**src/rtl/serial_tx_if.sv**
```systemverilog
// serial_tx_if -- byte handshake into the serial transmitter FIFO.
//   din        byte to enqueue
//   din_valid  din holds a byte to enqueue
//   din_ready  FIFO can accept a byte this cycle (registered in the slave)
// The master modport is used by the byte source, the slave modport by serial_tx.
interface serial_tx_if;
  logic [7:0] din;
  logic       din_valid;
  logic       din_ready;

  modport master (output din, output din_valid, input din_ready);
  modport slave  (input din, input din_valid, output din_ready);
endinterface

```
**src/rtl/serial_tx.sv**
```systemverilog
// serial_tx -- FIFO-buffered asynchronous serial transmitter (8N1, or 8E1).
//
// Ports:
//   clk         system clock, rising edge
//   reset       synchronous, active-low reset
//   s_if        serial_tx_if.slave: din / din_valid in, din_ready out
//   txd         serial line, idle high, LSB first, registered
//   busy        frame in progress or FIFO non-empty
//   fifo_count  bytes queued, excluding the byte being shifted
//
// Parameters:
//   CLK_DIV     clk cycles per serial bit (2..65535)
//   FIFO_AW     log2 of the transmit FIFO depth
//
// Build option:
//   SERIAL_TX_PARITY_EN  when defined, an even parity bit is sent between the
//                        last data bit and the stop bit (11-bit frames).
module serial_tx #(
  parameter int CLK_DIV = 497,
  parameter int FIFO_AW = 4
) (
  input  logic               clk,
  input  logic               reset,
  serial_tx_if.slave         s_if,
  output logic               txd,
  output logic               busy,
  output logic [FIFO_AW:0]   fifo_count
);

  localparam int              DEPTH     = 1 << FIFO_AW;
  localparam logic [15:0]     BAUD_LAST = 16'(CLK_DIV - 1);
  localparam logic [FIFO_AW:0] FULL     = {1'b1, {FIFO_AW{1'b0}}};

`ifdef SERIAL_TX_PARITY_EN
  typedef enum logic [2:0] {IDLE, START, DATA, PARITY, STOP} state_t;
`else
  typedef enum logic [2:0] {IDLE, START, DATA, STOP} state_t;
`endif

  // FIFO storage and bookkeeping
  logic [7:0]         mem_q [DEPTH];
  logic [FIFO_AW-1:0] wr_ptr_q;
  logic [FIFO_AW-1:0] rd_ptr_q;
  logic [FIFO_AW:0]   count_q;
  logic [FIFO_AW:0]   count_d;
  logic               ready_q;

  // Transmit FSM state
  state_t             state_q;
  logic [15:0]        baud_q;
  logic [2:0]         bit_q;
  logic [7:0]         shift_q;
  logic               txd_q;
`ifdef SERIAL_TX_PARITY_EN
  logic               parity_q;
`endif

  logic               baud_end;
  logic               enq;
  logic               deq;
  logic [7:0]         head;

  always_comb begin
    baud_end = (baud_q == BAUD_LAST);
    enq      = s_if.din_valid && ready_q;
    // A byte leaves the FIFO when the line is free: from IDLE, or on the last
    // stop-bit cycle so the next start bit follows with no gap.
    deq      = (count_q != '0) &&
               ((state_q == IDLE) || ((state_q == STOP) && baud_end));
    head     = mem_q[rd_ptr_q];
    count_d  = count_q;
    if (enq && !deq) begin
      count_d = count_q + 1'b1;
    end else if (!enq && deq) begin
      count_d = count_q - 1'b1;
    end
  end

  // Memory array carries no reset; stale contents are unreachable once the
  // pointers are cleared.
  always_ff @(posedge clk) begin
    if (enq) begin
      mem_q[wr_ptr_q] <= s_if.din;
    end
  end

  always_ff @(posedge clk) begin
    if (!reset) begin
      wr_ptr_q <= '0;
      rd_ptr_q <= '0;
      count_q  <= '0;
      ready_q  <= 1'b0;
    end else begin
      if (enq) begin
        wr_ptr_q <= wr_ptr_q + 1'b1;
      end
      if (deq) begin
        rd_ptr_q <= rd_ptr_q + 1'b1;
      end
      count_q <= count_d;
      // Registered so that ready reflects the registered count and never
      // depends on din_valid in the same cycle.
      ready_q <= (count_d < FULL);
    end
  end

  always_ff @(posedge clk) begin
    if (!reset) begin
      state_q  <= IDLE;
      baud_q   <= '0;
      bit_q    <= '0;
      shift_q  <= '0;
      txd_q    <= 1'b1;
`ifdef SERIAL_TX_PARITY_EN
      parity_q <= 1'b0;
`endif
    end else begin
      case (state_q)
        IDLE: begin
          baud_q <= '0;
          txd_q  <= 1'b1;
          if (deq) begin
            shift_q  <= head;
`ifdef SERIAL_TX_PARITY_EN
            parity_q <= ^head;
`endif
            state_q  <= START;
            txd_q    <= 1'b0;
          end
        end
        START: begin
          if (baud_end) begin
            baud_q  <= '0;
            bit_q   <= '0;
            state_q <= DATA;
            txd_q   <= shift_q[0];
          end else begin
            baud_q <= baud_q + 16'd1;
          end
        end
        DATA: begin
          if (baud_end) begin
            baud_q <= '0;
            if (bit_q == 3'd7) begin
`ifdef SERIAL_TX_PARITY_EN
              state_q <= PARITY;
              txd_q   <= parity_q;
`else
              state_q <= STOP;
              txd_q   <= 1'b1;
`endif
            end else begin
              bit_q   <= bit_q + 3'd1;
              shift_q <= shift_q >> 1;
              // shift_q[1] becomes the new shift_q[0] on this edge
              txd_q   <= shift_q[1];
            end
          end else begin
            baud_q <= baud_q + 16'd1;
          end
        end
`ifdef SERIAL_TX_PARITY_EN
        PARITY: begin
          if (baud_end) begin
            baud_q  <= '0;
            state_q <= STOP;
            txd_q   <= 1'b1;
          end else begin
            baud_q <= baud_q + 16'd1;
          end
        end
`endif
        STOP: begin
          if (baud_end) begin
            baud_q <= '0;
            if (deq) begin
              shift_q  <= head;
`ifdef SERIAL_TX_PARITY_EN
              parity_q <= ^head;
`endif
              state_q  <= START;
              txd_q    <= 1'b0;
            end else begin
              state_q <= IDLE;
              txd_q   <= 1'b1;
            end
          end else begin
            baud_q <= baud_q + 16'd1;
          end
        end
        default: begin
          state_q <= IDLE;
          baud_q  <= '0;
          txd_q   <= 1'b1;
        end
      endcase
    end
  end

  assign s_if.din_ready = ready_q;
  assign txd            = txd_q;
  assign busy           = (state_q != IDLE) || (count_q != '0);
  assign fifo_count     = count_q;

endmodule

```
**src/flat_wrapper.sv**
```systemverilog
// flat-port wrapper written by rule: the top's interface ports become plain ports
module serial_tx_flat 
#(
  parameter int CLK_DIV = 497,
  parameter int FIFO_AW = 4
)
  (clk, reset, txd, busy, fifo_count, s_if_din, s_if_din_valid, s_if_din_ready);
  serial_tx_if s_if_i ();
  input  logic clk;
  input  logic reset;
  output logic txd;
  output logic busy;
  output logic [FIFO_AW:0] fifo_count;
  input wire logic [$bits(s_if_i.din)-1:0] s_if_din;
  input wire logic [$bits(s_if_i.din_valid)-1:0] s_if_din_valid;
  output wire logic [$bits(s_if_i.din_ready)-1:0] s_if_din_ready;
  assign s_if_i.din = s_if_din;
  assign s_if_i.din_valid = s_if_din_valid;
  assign s_if_din_ready = s_if_i.din_ready;
  serial_tx #(.CLK_DIV(CLK_DIV), .FIFO_AW(FIFO_AW)) u_core (.clk(clk), .reset(reset), .s_if(s_if_i), .txd(txd), .busy(busy), .fifo_count(fifo_count));
endmodule
```
**config.mk**
```make
export PLATFORM = sky130hd
export DESIGN_NAME = serial_tx_flat
export DESIGN_NICKNAME = d
export VERILOG_FILES = /design/src/rtl/serial_tx_if.sv /design/src/rtl/serial_tx.sv /design/src/flat_wrapper.sv
export SDC_FILE = /design/constraint.sdc
export NUM_CORES = 1
export LEC_CHECK = 0
export BUFFER_PORTS_ARGS = -buffer_cell sky130_fd_sc_hd__buf_4
export CAP_MARGIN = 20
export CORE_ASPECT_RATIO = 0.5
export CORE_MARGIN = 2
export CORE_UTILIZATION = 65
export CTS_CLUSTER_DIAMETER = 200
export DETAILED_ROUTE_END_ITERATION = 7
export PLACE_DENSITY = 0.91
export SYNTH_ARGS = -nofsm -noshare
export SYNTH_HDL_FRONTEND = slang
export SYNTH_SLANG_ARGS = --single-unit
export TNS_END_PERCENT = 50
```
**constraint.sdc**
```tcl
create_clock -name clk -period 8.7 [get_ports clk]
set_input_delay 0.87 -clock clk [delete_from_list [all_inputs] [get_ports clk]]
set_output_delay 0.87 -clock clk [all_outputs]
set_load 0.05 [all_outputs]
```
After elaboration in Yosys (flattened, before gate mapping)
Memories as Yosys holds them, arrays and structs flattened. A register that Yosys moved wholly into a read port is not among the register bits. Index checks and enable logic that the tools add are counted. W data, S select, Z words.

Register bits after elaboration: 45. Latch bits: 0. Bits in writable memories: 128. Memory bits (read-only): 0. Memories: 1.

Add/sub/neg operators: 6. $mul: 0. Div/mod/pow operators: 0. Order comparisons: 1. Eq/ne operators: 11. Shift operators: 0. Multiplexer cells: 28. Bitwise gates (word level): 2. Reductions and logical operators: 20.

Memory list: u_core.mem_q (depth 16, width 8, rd ports 1, clocked after Yosys merged registers in 1, write ports 1, line serial_tx.sv:41) `logic [7:0] mem_q [DEPTH];`.

Operators by type and width (count): $mux W8 (4); $mux W3 (8); $pmux W8 S3 (1); $add A16 B1 Y16 const B (1); $eq A16 B9 Y1 const B (1); $pmux W3 S4 (1); $mux W5 (2); $ne A2 B1 Y1 const B (5); $add A4 B1 Y4 const B (2); $mux W1 (8); $mux W4 (2); $reduce_and A4 Y1 (2); $eq A3 B2 Y1 const B (2); $pmux W3 S2 (1); $reduce_bool A3 Y1 (2); $reduce_or A3 Y1 (2); $add A5 B1 Y5 const B (1); $logic_and A1 B1 Y1 (5); $lt A5 B5 Y1 const B (1); $reduce_and A5 Y1 (1); $reduce_bool A5 Y1 (1); $sub A5 B1 Y5 const B (1); $pmux W1 S4 (1); $add A3 B1 Y3 const B (1); 9 further kinds (12).

Logic depth before layout (Yosys ltp)
Word-level depth: 8. Gate-level depth with buffers: 14. Gate-level depth less buffers: 13.

Worst setup path after synthesis
OpenSTA, ideal clock, no wires.

Kind: register to output. Start point: register u_core.count_q[0], in the netlist u_core.fifo_count[0]. End point: output busy. Data arrival time: 2.157 ns. Required time: 7.830 ns. Setup slack: 5.673 ns. Cell stages (with the launch flop): 5. Path through: dfxtp_1 -> inv_1 -> ha_1 -> nor4b_1 -> nand2_1.

Cells in the longest elaborated chain, start to end: 2.

RTL lines: start, declared (line serial_tx.sv:44) `logic [FIFO_AW:0] count_q;`; start signal, assigned (line serial_tx.sv:100) `count_q <= count_d;`; $reduce_bool A5 Y1 (line serial_tx.sv:202) `assign busy = (state_q != IDLE) || (count_q != '0);`; $logic_or A1 B1 Y1 (line serial_tx.sv:202); end, declared (line flat_wrapper.sv:12) `output logic busy;`.

No other way between the ends.

==> impl_metrics.toml <==
[timing]
finalSetupViolCount = 0
finClkSkew_ns = 0.00875
slew_headroom = 0.448
fin_setup_tns_ns = 0
timing.final.max_slew_violations = 0
hold_violations = 0
rsz0062_at_grt = "no"
fmax_mhz = 319
fin_crit_ns = 3.13
worstMarginPinSlew_ns = 0.825
min_period_over_period = 0.360

[clock_network]
htree_levels = 4
post_cts_buffers = 0
cts_sinks = 176
clk_latency_ns = 0.42
numCtsBuffers = 17
cts_tree = "done"
ctsHoldBuffers = 0
clkTransAtPathRegs_ns = 0.06
cts_root_buffer = "clkbuf_16"
cts_resized = 0
clock_path_buffers = 2

[die]
start_util = 0.669
core_mm2 = 0.0110
dieWidth_um = 155
die_h_um = 79.3
io_pins = 19
die-area_mm2 = 0.0123
row_count = 27

[detailed_routing]
drt_iter0_markers = 502
drc = 0
route.vias.total = 4561
via_per_inst = 6.50
dr.pass1.iters = 5
wl_per_cell_um = 21.8
ant_nets = 0
totalWireLength_um = 15300

[global_routing]
grt_max_degree = 46
antenna_found_initial = 0
overflow = 0
grt_pass1_vias = 4341
grt_pass1_wl_um = 23400
track_usage = 0.261

[placed_design]
dp_cells = 670
gp_congestion = 0.829
port_buffers = 18
dp_hpwl_um = 9050

[yosys]
synth_top_area_frac = 0.522
syn_avg_cell_area_um2 = 14.0
synthTopCellsByCount = "128 x edfxtp_1, 48 x dfxtp_1, 48 x nor2_1"
synth.cell_area_mm2 = 0.00737
synthCells = 525
ys_async_sr_fraction = 0
yosysTopAreaCell = "edfxtp_1"
synth_ff_type = "edfxtp_1"
yosysMostFrequentCell = "edfxtp_1"
synth_edf_count = 128
synth_nets = 555
yosys_warnings = 0
synth.area.top_cells = "edfxtp_1 52%, dfxtp_1 13%, mux4_2 5.5%"
ys_seq_area_frac = 0.652
ys_ff_latch = 176
post_synth_num_cell_types = 52

[critical_path]
cp_max_fo = 9
cp-end-kind = "register"
critical_path_class = "register to register"
worstPathArrival_ns = 3.48
worstPathRequired_ns = 9.05
start_kind = "register"

[power_and_ir_drop]
leakage_nw = 2.70
p_per_area_mw_per_mm2 = 295
vdd_ir_drop_max_v = 0.000354

[final_layout]
n_antenna_cell = 0
area_delta_synth_final_pct = 11.7
drive_gt1_frac = 0.162
stdcell_count = 702
final_nets = 574

[job]
maxCapViolations = 0

[status]
status = "completed"

[hold_path]
holdCritPathClass = "register to register"
-- power breakdown --
| group | internal [mW] | switching [mW] |
|---|---|---|
| Sequential | 0.944 | 0.0354 |
| Clock | 0.455 | 0.321 |
| Combinational | 0.263 | 0.411 |
-- stage by stage --
step            util  power [mW]  hold WS, ns  setup WS [ns]  area [µm²]
2_1_floorplan      -        1.49        0.436           5.67        7370
3_3_place_gp   0.692        1.62        0.447           5.73        7620
3_5_place_dp   0.692        1.64        0.453           5.64        7620
4_1_cts        0.747        2.42        0.462           5.60        8230
5_1_grt        0.747        2.51        0.480           5.28        8230
6_report       0.747        2.43        0.463           5.57        8230
-- area by class of cell --
type / instances / area, µm²
Multi-Input combinational cell: 299 / 2350
Tap cell: 145 / 181
Timing Repair Buffer: 25 / 188
Clock inverter: 15 / 181
Sequential cell: 176 / 4810
Fill cell: 600 / 2780
Clock buffer: 17 / 425
Inverter: 25 / 93.8
-- final timing paths --
path,from,to,slack (ns),depth (start not counted)
max,u_core.baud_q[0],register,5.57,13
min,u_core.bit_q[1],u_core.bit_q[1],0.46,2
max reg2reg,u_core.baud_q[0],register,5.57,13
min reg2reg,u_core.bit_q[1],u_core.bit_q[1],0.46,2
-- per-layer routing --
layer | vias to the layer above | share of wire | track usage
met4 | 0 | 0.016 | 0.0963
met1 | 2232 | 0.40 | 0.345
li1 | 2031 | - | -
met5 | - | 0 | 0
met3 | 31 | 0.10 | 0.0633
met2 | 267 | 0.48 | 0.429
-- cell families (layout without fill, tap and decap cells) --
kind of cell,Yosys count,after routing,synth area share
flops,176,176,0.652
simple gates,123,123,0.0793
compound gates,81,81,0.0759
mux,58,58,0.111
buf+inv,50,82,0.0280
fa+ha+maj,19,19,0.0323
xor+xnor,18,18,0.0214
-- cell usage in the layout (no fill, tap or decap), drive strengths merged, types with 7 or more instances in the layout --
cell type	Yosys	layout
edfxtp	128	128
nor2	48	48
dfxtp	48	48
mux2i	32	32
inv	24	28
buf	7	25
nand2	24	24
a21oi	20	20
ha	19	19
mux4	18	18
clkbuf	18	17
nand3	14	14
o21ai	14	14
xnor2	10	10
nor3	8	8
a221oi	8	8
xor2	8	8
mux2	8	8
a22oi	7	7
a221o	7	7
o22ai	7	7
-- sequential cells by signal, indices dropped and copies added, names as in the netlist, named ones only --
signal / flops
u_core.wr_ptr_q: 4
u_core.rd_ptr_q: 4
u_core.mem_q: 128
u_core.shift_q: 8
u_core.fifo_count: 4
u_core.txd: 1
u_core.s_if.din_ready: 1
u_core.bit_q: 3
u_core.baud_q: 16
u_core.state_q: 2
-- worst max-delay path: stages, from the launching register on --
cell	delay, ns
dfxtp_1	0.35
inv_1	0.08
ha_1	0.13
or4b_1	0.48
nor4_1	0.50
a21oi_1	0.26
nor2_1	0.23
inv_1	0.07
ha_1	0.29
nand2b_1	0.19
o22a_1	0.22
nor3_1	0.14
a21oi_1	0.06
nor2_1	0.08
(Power assumes the default switching activity.)
